[src/rtl/mem_arb_pkg.sv]
// ============================================================================
// Module      : mem_arb_pkg
// Description : Shared types and default widths for the memory port arbiter.
// Revision    : 1.0 - initial release
// ============================================================================
`default_nettype none

package mem_arb_pkg;

    localparam int c_DATA_W     = 16;
    localparam int c_ADDR_W     = 16;
    localparam int c_STARVE_MAX = 4;

    typedef enum logic [1:0] {
        IDLE   = 2'b00,
        ACCESS = 2'b01,
        RESP   = 2'b10
    } state_t;

    typedef enum logic {
        GNT_IF = 1'b0,
        GNT_DM = 1'b1
    } grant_t;

endpackage

`default_nettype wire

[src/rtl/mem_arb_picker.sv]
// ============================================================================
// Module      : mem_arb_picker
// Description : Combinational grant selection; load/store wins unless the
//               fetch-starvation guard (MEM_ARB_STARVE_GUARD_EN) forces fetch.
// Revision    : 1.0 - initial release
// ============================================================================
`default_nettype none

module mem_arb_picker
    import mem_arb_pkg::*;
#(
    parameter int STARVE_MAX = c_STARVE_MAX,
    parameter int CNT_W      = $clog2(STARVE_MAX + 1)
) (
    input  logic             i_ifReq,
    input  logic             i_dmReq,
    input  logic [CNT_W-1:0] i_starveCnt,
    output grant_t           o_grant
);

    logic w_starveHit;

`ifdef MEM_ARB_STARVE_GUARD_EN
    assign w_starveHit = i_ifReq && (i_starveCnt == CNT_W'(STARVE_MAX));
`else
    // Counter is tied off in the strict-priority build.
    logic w_unusedCnt;
    assign w_unusedCnt = ^i_starveCnt;
    assign w_starveHit = 1'b0;
`endif

    always_comb begin
        o_grant = GNT_IF;
        if (i_dmReq && !w_starveHit) begin
            o_grant = GNT_DM;
        end
    end

endmodule

`default_nettype wire

[src/rtl/mem_port_arbiter.sv]
// ============================================================================
// Module      : mem_port_arbiter
// Description : Shares one single-ported data memory between fetch (read-only)
//               and load/store through an IDLE/ACCESS/RESP sequencer.
//               Optional fetch-starvation guard: MEM_ARB_STARVE_GUARD_EN.
// Revision    : 1.0 - initial release
// ============================================================================
`default_nettype none

module mem_port_arbiter
    import mem_arb_pkg::*;
#(
    parameter int DATA_W     = c_DATA_W,
    parameter int ADDR_W     = c_ADDR_W,
    parameter int STARVE_MAX = c_STARVE_MAX
) (
    input  logic              clk,
    input  logic              reset,
    input  logic              if_req,
    input  logic [ADDR_W-1:0] if_addr,
    output logic              if_ack,
    output logic [DATA_W-1:0] if_rdata,
    input  logic              dm_req,
    input  logic              dm_we,
    input  logic [ADDR_W-1:0] dm_addr,
    input  logic [DATA_W-1:0] dm_wdata,
    output logic              dm_ack,
    output logic [DATA_W-1:0] dm_rdata,
    output logic              MemRead,
    output logic              MemWrite,
    output logic [ADDR_W-1:0] readAddress,
    output logic [ADDR_W-1:0] writeAddress,
    output logic [DATA_W-1:0] writeData,
    input  logic [DATA_W-1:0] readData,
    output logic              busy
);

    localparam int c_CNT_W = $clog2(STARVE_MAX + 1);

    state_t             r_state;
    state_t             w_nextState;
    grant_t             r_grant;
    grant_t             w_pick;
    logic               r_we;
    logic               w_anyReq;
    logic [c_CNT_W-1:0] w_starveCnt;
    logic [ADDR_W-1:0]  r_readAddress;
    logic [ADDR_W-1:0]  r_writeAddress;
    logic [DATA_W-1:0]  r_writeData;
    logic [DATA_W-1:0]  r_ifRdata;
    logic [DATA_W-1:0]  r_dmRdata;

    assign w_anyReq = if_req || dm_req;

    mem_arb_picker #(
        .STARVE_MAX (STARVE_MAX),
        .CNT_W      (c_CNT_W)
    ) u_picker (
        .i_ifReq     (if_req),
        .i_dmReq     (dm_req),
        .i_starveCnt (w_starveCnt),
        .o_grant     (w_pick)
    );

`ifdef MEM_ARB_STARVE_GUARD_EN
    logic [c_CNT_W-1:0] r_starveCnt;

    // Counts data grants that overtook a waiting fetch; the picker caps it.
    always_ff @(posedge clk or posedge reset) begin
        if (reset) begin
            r_starveCnt <= '0;
        end else if (r_state == IDLE) begin
            if (!if_req || w_pick == GNT_IF) begin
                r_starveCnt <= '0;
            end else begin
                r_starveCnt <= r_starveCnt + 1'b1;
            end
        end
    end

    assign w_starveCnt = r_starveCnt;
`else
    assign w_starveCnt = '0;
`endif

    always_ff @(posedge clk or posedge reset) begin
        if (reset) begin
            r_state <= IDLE;
        end else begin
            r_state <= w_nextState;
        end
    end

    always_comb begin
        w_nextState = r_state;
        MemRead     = 1'b0;
        MemWrite    = 1'b0;
        if_ack      = 1'b0;
        dm_ack      = 1'b0;
        busy        = 1'b1;
        case (r_state)
            IDLE: begin
                busy = 1'b0;
                if (w_anyReq) begin
                    w_nextState = ACCESS;
                end
            end
            ACCESS: begin
                MemRead     = !r_we;
                MemWrite    = r_we;
                w_nextState = RESP;
            end
            RESP: begin
                if_ack      = (r_grant == GNT_IF);
                dm_ack      = (r_grant == GNT_DM);
                w_nextState = IDLE;
            end
            default: begin
                w_nextState = IDLE;
            end
        endcase
    end

    // Memory address/data registers load on the IDLE->ACCESS edge so they are
    // valid for all of ACCESS and hold their value afterwards.
    always_ff @(posedge clk or posedge reset) begin
        if (reset) begin
            r_grant        <= GNT_IF;
            r_we           <= 1'b0;
            r_readAddress  <= '0;
            r_writeAddress <= '0;
            r_writeData    <= '0;
            r_ifRdata      <= '0;
            r_dmRdata      <= '0;
        end else begin
            if (r_state == IDLE && w_anyReq) begin
                r_grant <= w_pick;
                if (w_pick == GNT_DM) begin
                    r_we <= dm_we;
                    if (dm_we) begin
                        r_writeAddress <= dm_addr;
                        r_writeData    <= dm_wdata;
                    end else begin
                        r_readAddress  <= dm_addr;
                    end
                end else begin
                    r_we          <= 1'b0;
                    r_readAddress <= if_addr;
                end
            end
            if (r_state == ACCESS && !r_we) begin
                if (r_grant == GNT_IF) begin
                    r_ifRdata <= readData;
                end else begin
                    r_dmRdata <= readData;
                end
            end
        end
    end

    assign readAddress  = r_readAddress;
    assign writeAddress = r_writeAddress;
    assign writeData    = r_writeData;
    assign if_rdata     = r_ifRdata;
    assign dm_rdata     = r_dmRdata;

endmodule

`default_nettype wire

[config.mk]
export PLATFORM = sky130hd
export DESIGN_NAME = mem_port_arbiter
export DESIGN_NICKNAME = d
export VERILOG_FILES = /design/src/rtl/mem_arb_pkg.sv /design/src/rtl/mem_arb_picker.sv /design/src/rtl/mem_port_arbiter.sv
export SDC_FILE = /design/constraint.sdc
export NUM_CORES = 1
export LEC_CHECK = 0
export CAP_MARGIN = 40
export CORE_MARGIN = 10
export CORE_UTILIZATION = 42
export DETAILED_ROUTE_END_ITERATION = 10
export PLACE_DENSITY = 0.79
export SKIP_LAST_GASP = 1
export SYNTH_ARGS = -nofsm -noshare
export SYNTH_HDL_FRONTEND = slang
export SYNTH_SLANG_ARGS = --single-unit
[constraint.sdc]
create_clock -name clk -period 2.9 [get_ports clk]
set_input_delay 0.29 -clock clk [delete_from_list [all_inputs] [get_ports clk]]
set_output_delay 0.29 -clock clk [all_outputs]
set_load 0.01 [all_outputs]
## Word level (Yosys, flattened, before mapping)

Cells that the tools add are included.

- Bitwise logic cells: 1
- Reductions and logical operators: 9
- Equal/unequal tests: 4
- Multiplexer cells: 11

Operators with widths:

| operator | count |
|---|---|
| $mux W16 | 2 |
| $mux W1 | 7 |
| $reduce_and A2 Y1 | 3 |
| $ne A2 B2 Y1 const B | 2 |
| $pmux W2 S2 | 1 |
| $reduce_and A3 Y1 | 1 |
| $eq A2 B1 Y1 const B | 1 |
| $eq A2 B2 Y1 const B | 1 |
| $logic_and A1 B1 Y1 | 2 |
| $logic_not A2 Y1 | 1 |
| $mux W2 | 1 |
| $logic_not A1 Y1 | 1 |
| $logic_or A1 B1 Y1 | 1 |
| $not A1 Y1 | 1 |

- Output and inout bits: 85
- Word-level logic and storage cells: 33
- Register bits after elaboration: 84
- Bits of input ports: 69

## Depth between registers and ports, before layout

Gate-level depths: netlist of the first run.

- Depth in word-level cells: 3
- Gate-level depth with buffers: 5
- Mapped depth without buffers: 3

## Hierarchy

A second synthesis of the first run with hierarchy kept.

- Cell total of the unflattened synthesis: 209
- Area, all modules: 3445.8 sq um

Modules (own cells, without submodules):

| module | instances | sequential area each (sq um) | cells an instance | area an instance (sq um) |
|---|---|---|---|---|
| mem_port_arbiter | 1 | 2102.0 | 208 | 3438.3 |
| mem_arb_picker | 1 | 0.0 | 1 | 7.5 |

## Least setup slack after synthesis of the first run

No wires, ideal clock.

- Kind: register to register
- From: register r_state[1]
- To: register r_dmRdata[0] (netlist: dm_rdata[0])
- Setup slack: 1.352 ns
- Path buffers: 2
- Data arrival time: 1.422 ns
- Cell stages (with the launch flop): 6
- Setup time: 0.125 ns
- Required time: 2.775 ns
- Period minus slack after synthesis: 1.548 ns
- Cell sequence: dfrtp_1 nor3b_2 and2_1 buf_6 buf_12 mux2_4

- Word-level cells in the longest chain between the ends: 3

RTL lines:

| what | line | text |
|---|---|---|
| from (decl) | mem_port_arbiter.sv:40 | `state_t r_state;` |
| from (signal assigned) | mem_port_arbiter.sv:90 | `r_state <= w_nextState;` |
| $eq A2 B1 Y1 | mem_port_arbiter.sv:151 | `if (r_state == ACCESS && !r_we) begin` |
| $logic_and A1 B1 Y1 | mem_port_arbiter.sv:151 |  |
| $reduce_and A2 Y1 (no line) | n/a |  |
| to (signal assigned) | mem_port_arbiter.sv:155 | `r_dmRdata <= readData;` |
| to (decl) | mem_port_arbiter.sv:51 | `logic [DATA_W-1:0] r_dmRdata;` |

No other way between the ends.
A chain may end at the register's enable or synchronous reset.

## Worst setup path after layout of the first run

- From: register r_state[1]
- To: output busy

- Word-level cells in the longest chain between the ends: 2

RTL lines:

| what | line | text |
|---|---|---|
| $logic_not A2 Y1 | mem_port_arbiter.sv:101 | `case (r_state)` |
| $mux W1 | mem_port_arbiter.sv:101 |  |
| to (decl) | mem_port_arbiter.sv:35 | `output logic busy` |

No other way between the ends.

==> results.cfg, run 1 <==
[logic_synthesis]
yosysUniqueCellTypes = 22
postSynthCellCount = 210
synth_edf_count = 0
synth_common_cells = dfrtp_1 (84), mux2_2 (46), mux2_4 (40)
synthSimpleGateAreaFrac_pct = 2.46
yosysWarnings = 0
netlist_area_sq_um = 3610
ys_seq_elements = 84
synth.most_common_cell = dfrtp_1
synth_top_cell_area_share_pct = 58.2
synth_fa_ha_area_share_pct = 0
synth_xor_xnor_area_share_pct = 0
synth_area_leaders = dfrtp_1 (58%), mux2_4 (17%), mux2_2 (14%)
synth_top_family_by_area = multiplexers
netlist.top_cell.by_area = dfrtp_1
async_flop_share_pct = 100
avgSynthCellArea_sq_um = 17.2
syn-num-nets = 279
synthMuxAreaShare_pct = 34.1
ys.flop_type = dfrtp_1
synth-compound-area-share_pct = 1.18
ys_seq_area_share_pct = 58.2

[pwr]
ir_drop_uv = 487
leakagePower_nw = 2.28
p_total_mw = 5.83
power.density_nw_per_um2 = 1080

[min_path]
min_path_type = in -> async

[clock_tree]
cts_tree = done
cts_inserted_buffers = 9
hold_buffers = 0
cts_sinks = 84
cts_max_level = 3
post_cts_resize_count = 0
post_cts_buffers = 0
clk_pin_slew_ps = 80
cts-root-buf = clkbuf_8
cts.path.max_buffers = 2
insertion_delay_ps = 330

[timing]
drv_slew = 0
fin_ws_ps = 963
finalSetupViolCount = 0
worst_hold_slack_ps = 318
finalHoldViolCount = 0
max_freq_mhz = 516
fin_crit_sh_pct = 66.8
setup_tns_ps = 0
min_period_ps = 1940
clock_skew_ps = 6.89
rsz0062_at_grt = no
worst_pin_slew_ps = 594
relSlewSlack_pct = 60.3

[worst_setup_path]
cp.arrival_ps = 1650
critPathMaxFanout = 6
cp-start-kind = flop
timing.rr.start = r_state[1]
cp.required_ps = 2610
cp-end-kind = output pin
r2r-end = writeAddress[12]
critical_path_class = reg -> out
r2r_setup_slack_ps = 1040
worstRegToRegCells = 3

[die]
pin_count = 154
std_cell_rows = 33
die_y_um = 113
initial_core_util_pct = 43.5
die_area_sq_um = 12700
core_area_sq_um = 8300
die_w_um = 113

[grt]
grt_pass1_wl_um = 15000
first_global_vias = 2658
antenna_found_initial = 0
grtUsageTotal_pct = 14.7
grt_max_degree = 53
grt_overflow = 0

[routing]
routed_wl_um = 9380
vias = 2298
vias_per_cell = 4.82
drc = 0
first_pass_iters = 4
drt_iter0_drc = 59
ant_nets = 0
wire_per_inst_um = 19.7

[final_layout]
seqCellArea_sq_um = 2100
drive_above_1_share_pct = 29.8
diodes = 0
layout.nets = 436
final_core_util_pct = 64.8
fill_cells = 617
multi_input_area_sq_um = 1360
area_delta_synth_final_pct = 49.0

[job]
cap_violations = 0

[placed_design]
port-buffer-count = 153
dp_hpwl_um = 7160
preCtsSetupSlack_ps = 844
gp_congestion = 0.702

[outcome]
outcome = complete, no violations
-- power breakdown --
group,internal (mW),switching [mW]
Combinational,1.88,1.03
Clock,0.404,0.395
Sequential,1.78,0.347
Total,4.06,1.77
-- stage by stage --
step                      std cells  instance area [sq um]
after CTS                       477                   5380
after floorplan                 210                   3610
after global routing            477                   5380
final                           477                   5380
after detailed placement        461                   5180
after global placement          461                   5180
-- layout by cell type, fill, tap and decap left out, drive strengths merged --
master	instances
inv	2
o21bai	1
nor3b	2
a21boi	1
and3b	1
nand2b	2
and2	2
mux2	96
buf	4
o21a	1
clkinv	4
and2b	1
and3	1
nor2b	1
a22o	1
clkbuf	13
clkdlybuf4s50	153
nor2	1
nand2	1
dfrtp	84
-- area by class of cell --
| cell class | count | share of cell area [%] |
|---|---|---|
| Sequential cell | 84 | 39.1 |
| Multi-Input combinational cell | 112 | 25.3 |
| Clock buffer | 13 | 3.33 |
| Tap cell | 105 | 2.44 |
| Inverter | 3 | 0.233 |
| Clock inverter | 3 | 0.349 |
| Timing Repair Buffer | 157 | 29.3 |
-- sequential cells by signal (all words and copies together) (netlist names) --
| signal | count |
|---|---|
| r_grant | 1 |
| r_state | 2 |
| writeData | 16 |
| r_we | 1 |
| dm_rdata | 16 |
| readAddress | 16 |
| if_rdata | 16 |
| writeAddress | 16 |
-- cells by family (layout without fill, tap and decap cells) --
kind of cell	after synthesis	after routing
muxes	96	96
and+or+nand+nor	12	12
buffers and inverters	14	176
DFF	84	84
AOI/OAI and AO/OA	4	4
-- critical path: stages, from the launching register on --
cell	delay (ps)
dfrtp_1	430
nor2_2	270
inv_1	100
clkdlybuf4s50_1	500
-- how the worst max path moves through the flow --
stage,from,cells after the start,slack (ps),endpoint
after floorplan,reset,1,440,dm_rdata[0]
after global placement,dm_req,4,920,readAddress[11]
after detailed placement,dm_req,4,840,readAddress[10]
after CTS,r_state[1],3,940,busy
after global routing,r_state[1],3,880,busy
final,r_state[1],3,960,busy
-- per-layer routing --
layer	vias up	wire length, um	global-route usage (%)
met3	6	1190	8.14
met5	-	0	0
li1	1049	-	-
met2	110	4200	22.4
met4	0	65	4.31
met1	1133	3930	17.5
Power figures use the tool's default switching activity.
==> run 2, diff against run 1 <==
- clock period: 2.9 -> 1.9 ns (I/O delays scaled with it)
==> results.cfg, run 2 (synthesis gave the netlist of run 1 again) <==
[worst_setup_path]
timing.rr.start = r_state[1]
cpMaxStageDelayCell = clkdlybuf4s50_1
critPathMaxFanout = 5
cp.arrival_ps = 1630
crit_path_start = r_state[1]
cp_cell_sequence = nor2b_1 -> and2_1 -> clkdlybuf4s50_1
cp-end-kind = output pin
cp.required_ps = 1710
max_stage_delay_ps = 560
cp.buffers_inverters = 1
critical_path_class = reg -> out
cp-start-kind = flop
critPathTopFamily = buffers and inverters

[die]
std_cell_rows = 33
die_area_sq_um = 12700
die_y_um = 113
initial_core_util_pct = 43.5
pin_count = 154
core_area_sq_um = 8300
die_w_um = 113

[grt]
first_global_vias = 2656
grt_max_degree = 85
antenna_found_initial = 0
grt_pass1_wl_um = 15100
grt_overflow = 0
grtUsageTotal_pct = 14.7

[clock_tree]
cts_inserted_buffers = 9
post_cts_resize_count = 0
cts_sinks = 84
post_cts_buffers = 0
cts_max_level = 3
cts-root-buf = clkbuf_8
clk_pin_slew_ps = 80
insertion_delay_ps = 340
hold_buffers = 0
cts_tree = done
cts.path.max_buffers = 2

[job]
cap_violations = 0

[pwr]
p_total_mw = 9.14
power.density_nw_per_um2 = 1660
ir_drop_uv = 811
leakagePower_nw = 2.32

[outcome]
outcome = complete, no violations

[routing]
ant_nets = 0
routed_wl_um = 9300
vias = 2310
drt_iter0_drc = 61
wire_per_inst_um = 19.3
vias_per_cell = 4.78
drc = 0
first_pass_iters = 5

[timing]
clock_skew_ps = 8.34
worst_hold_slack_ps = 330
finalSetupViolCount = 0
min_period_ps = 1820
finalHoldViolCount = 0
setup_tns_ps = 0
fin_ws_ps = 77.4
max_freq_mhz = 549
worst_pin_slew_ps = 441
drv_slew = 0
relSlewSlack_pct = 70.6
fin_crit_sh_pct = 95.9
rsz0062_at_grt = yes

[final_layout]
area_delta_synth_final_pct = 52.3
diodes = 0
design_area_sq_um = 5500
layout.nets = 442
drive_above_1_share_pct = 30.4
final_common_cell = clkdlybuf4s50_1
fill_cells = 606
mostFrequentLayoutCells = clkdlybuf4s50_1 (153), dfrtp_1 (84), mux2_2 (46)

[placed_design]
dp_hpwl_um = 7130
port-buffer-count = 153
place_area_sq_um = 5280
gp_congestion = 0.708
preCtsSetupSlack_ps = 87.0

[min_path]
min_path_type = in -> async
-- run 2: changes by cell type in the layout (fill, tap and decap cells not counted), sizes merged --
| cell | change |
|---|---|
| bufinv | +2 |
| clkbuf | -1 |
| clkinvlp | +2 |
| clkinv | -3 |
| buf | +6 |
-- run 2: cell type report --
cell class                      count  area [sq um]  share of cell area [%]
Clock buffer                       12           145                    2.64
Clock inverter                      4          72.6                    1.32
Timing Repair Buffer              163          1670                    30.4
Sequential cell                    84          2100                    38.2
Inverter                            3          15.0                   0.273
Multi-Input combinational cell    112          1360                    24.8
Tap cell                          105           131                    2.39
-- run 2: path summary, 6_finish.rpt --
check	endpoint	slack [ps]	depth (start not counted)
worst min-delay path	dm_rdata[13]	330	3
min in group clk	writeData[15]	460	2
worst min register to register	readAddress[5]	490	1
worst max register to register	writeAddress[11]	170	4
max in group asynchronous	writeAddress[7]	1230	3
worst max-delay path	MemWrite	80	3
-- run 2: power breakdown --
part	internal [mW]	switching [mW]
clock network	0.776	0.618
registers	2.71	0.520
logic	2.95	1.57
total	6.44	2.71
-- run 2: tightest hold or removal path, cell delays in order --
cell	delay [ps]
clkdlybuf4s50_1	440
clkinvlp_4	100
buf_12	360
-- run 2: per-stage QoR --
stage	util (%)	std cells
6_report	66.2	483
5_1_grt	66.2	483
4_1_cts	66.2	483
3_5_place_dp	63.6	467
3_3_place_gp	63.6	467
2_1_floorplan	-	210
-- run 2: metal layers --
layer / wire length, um / up-vias / track usage [%]
met5: 0 / - / 0
met4: 93 / 0 / 5.08
met3: 1220 / 7 / 8.72
li1: - / 1057 / -
met1: 3900 / 1139 / 17.8
met2: 4090 / 107 / 21.2
==> run 3, diff against run 2 <==
- CAP_MARGIN: 40 -> 20
- SLEW_MARGIN: not set -> 20
==> results of run 3 <==
No change in the layout: final DEF, timing and power equal those of run 2.
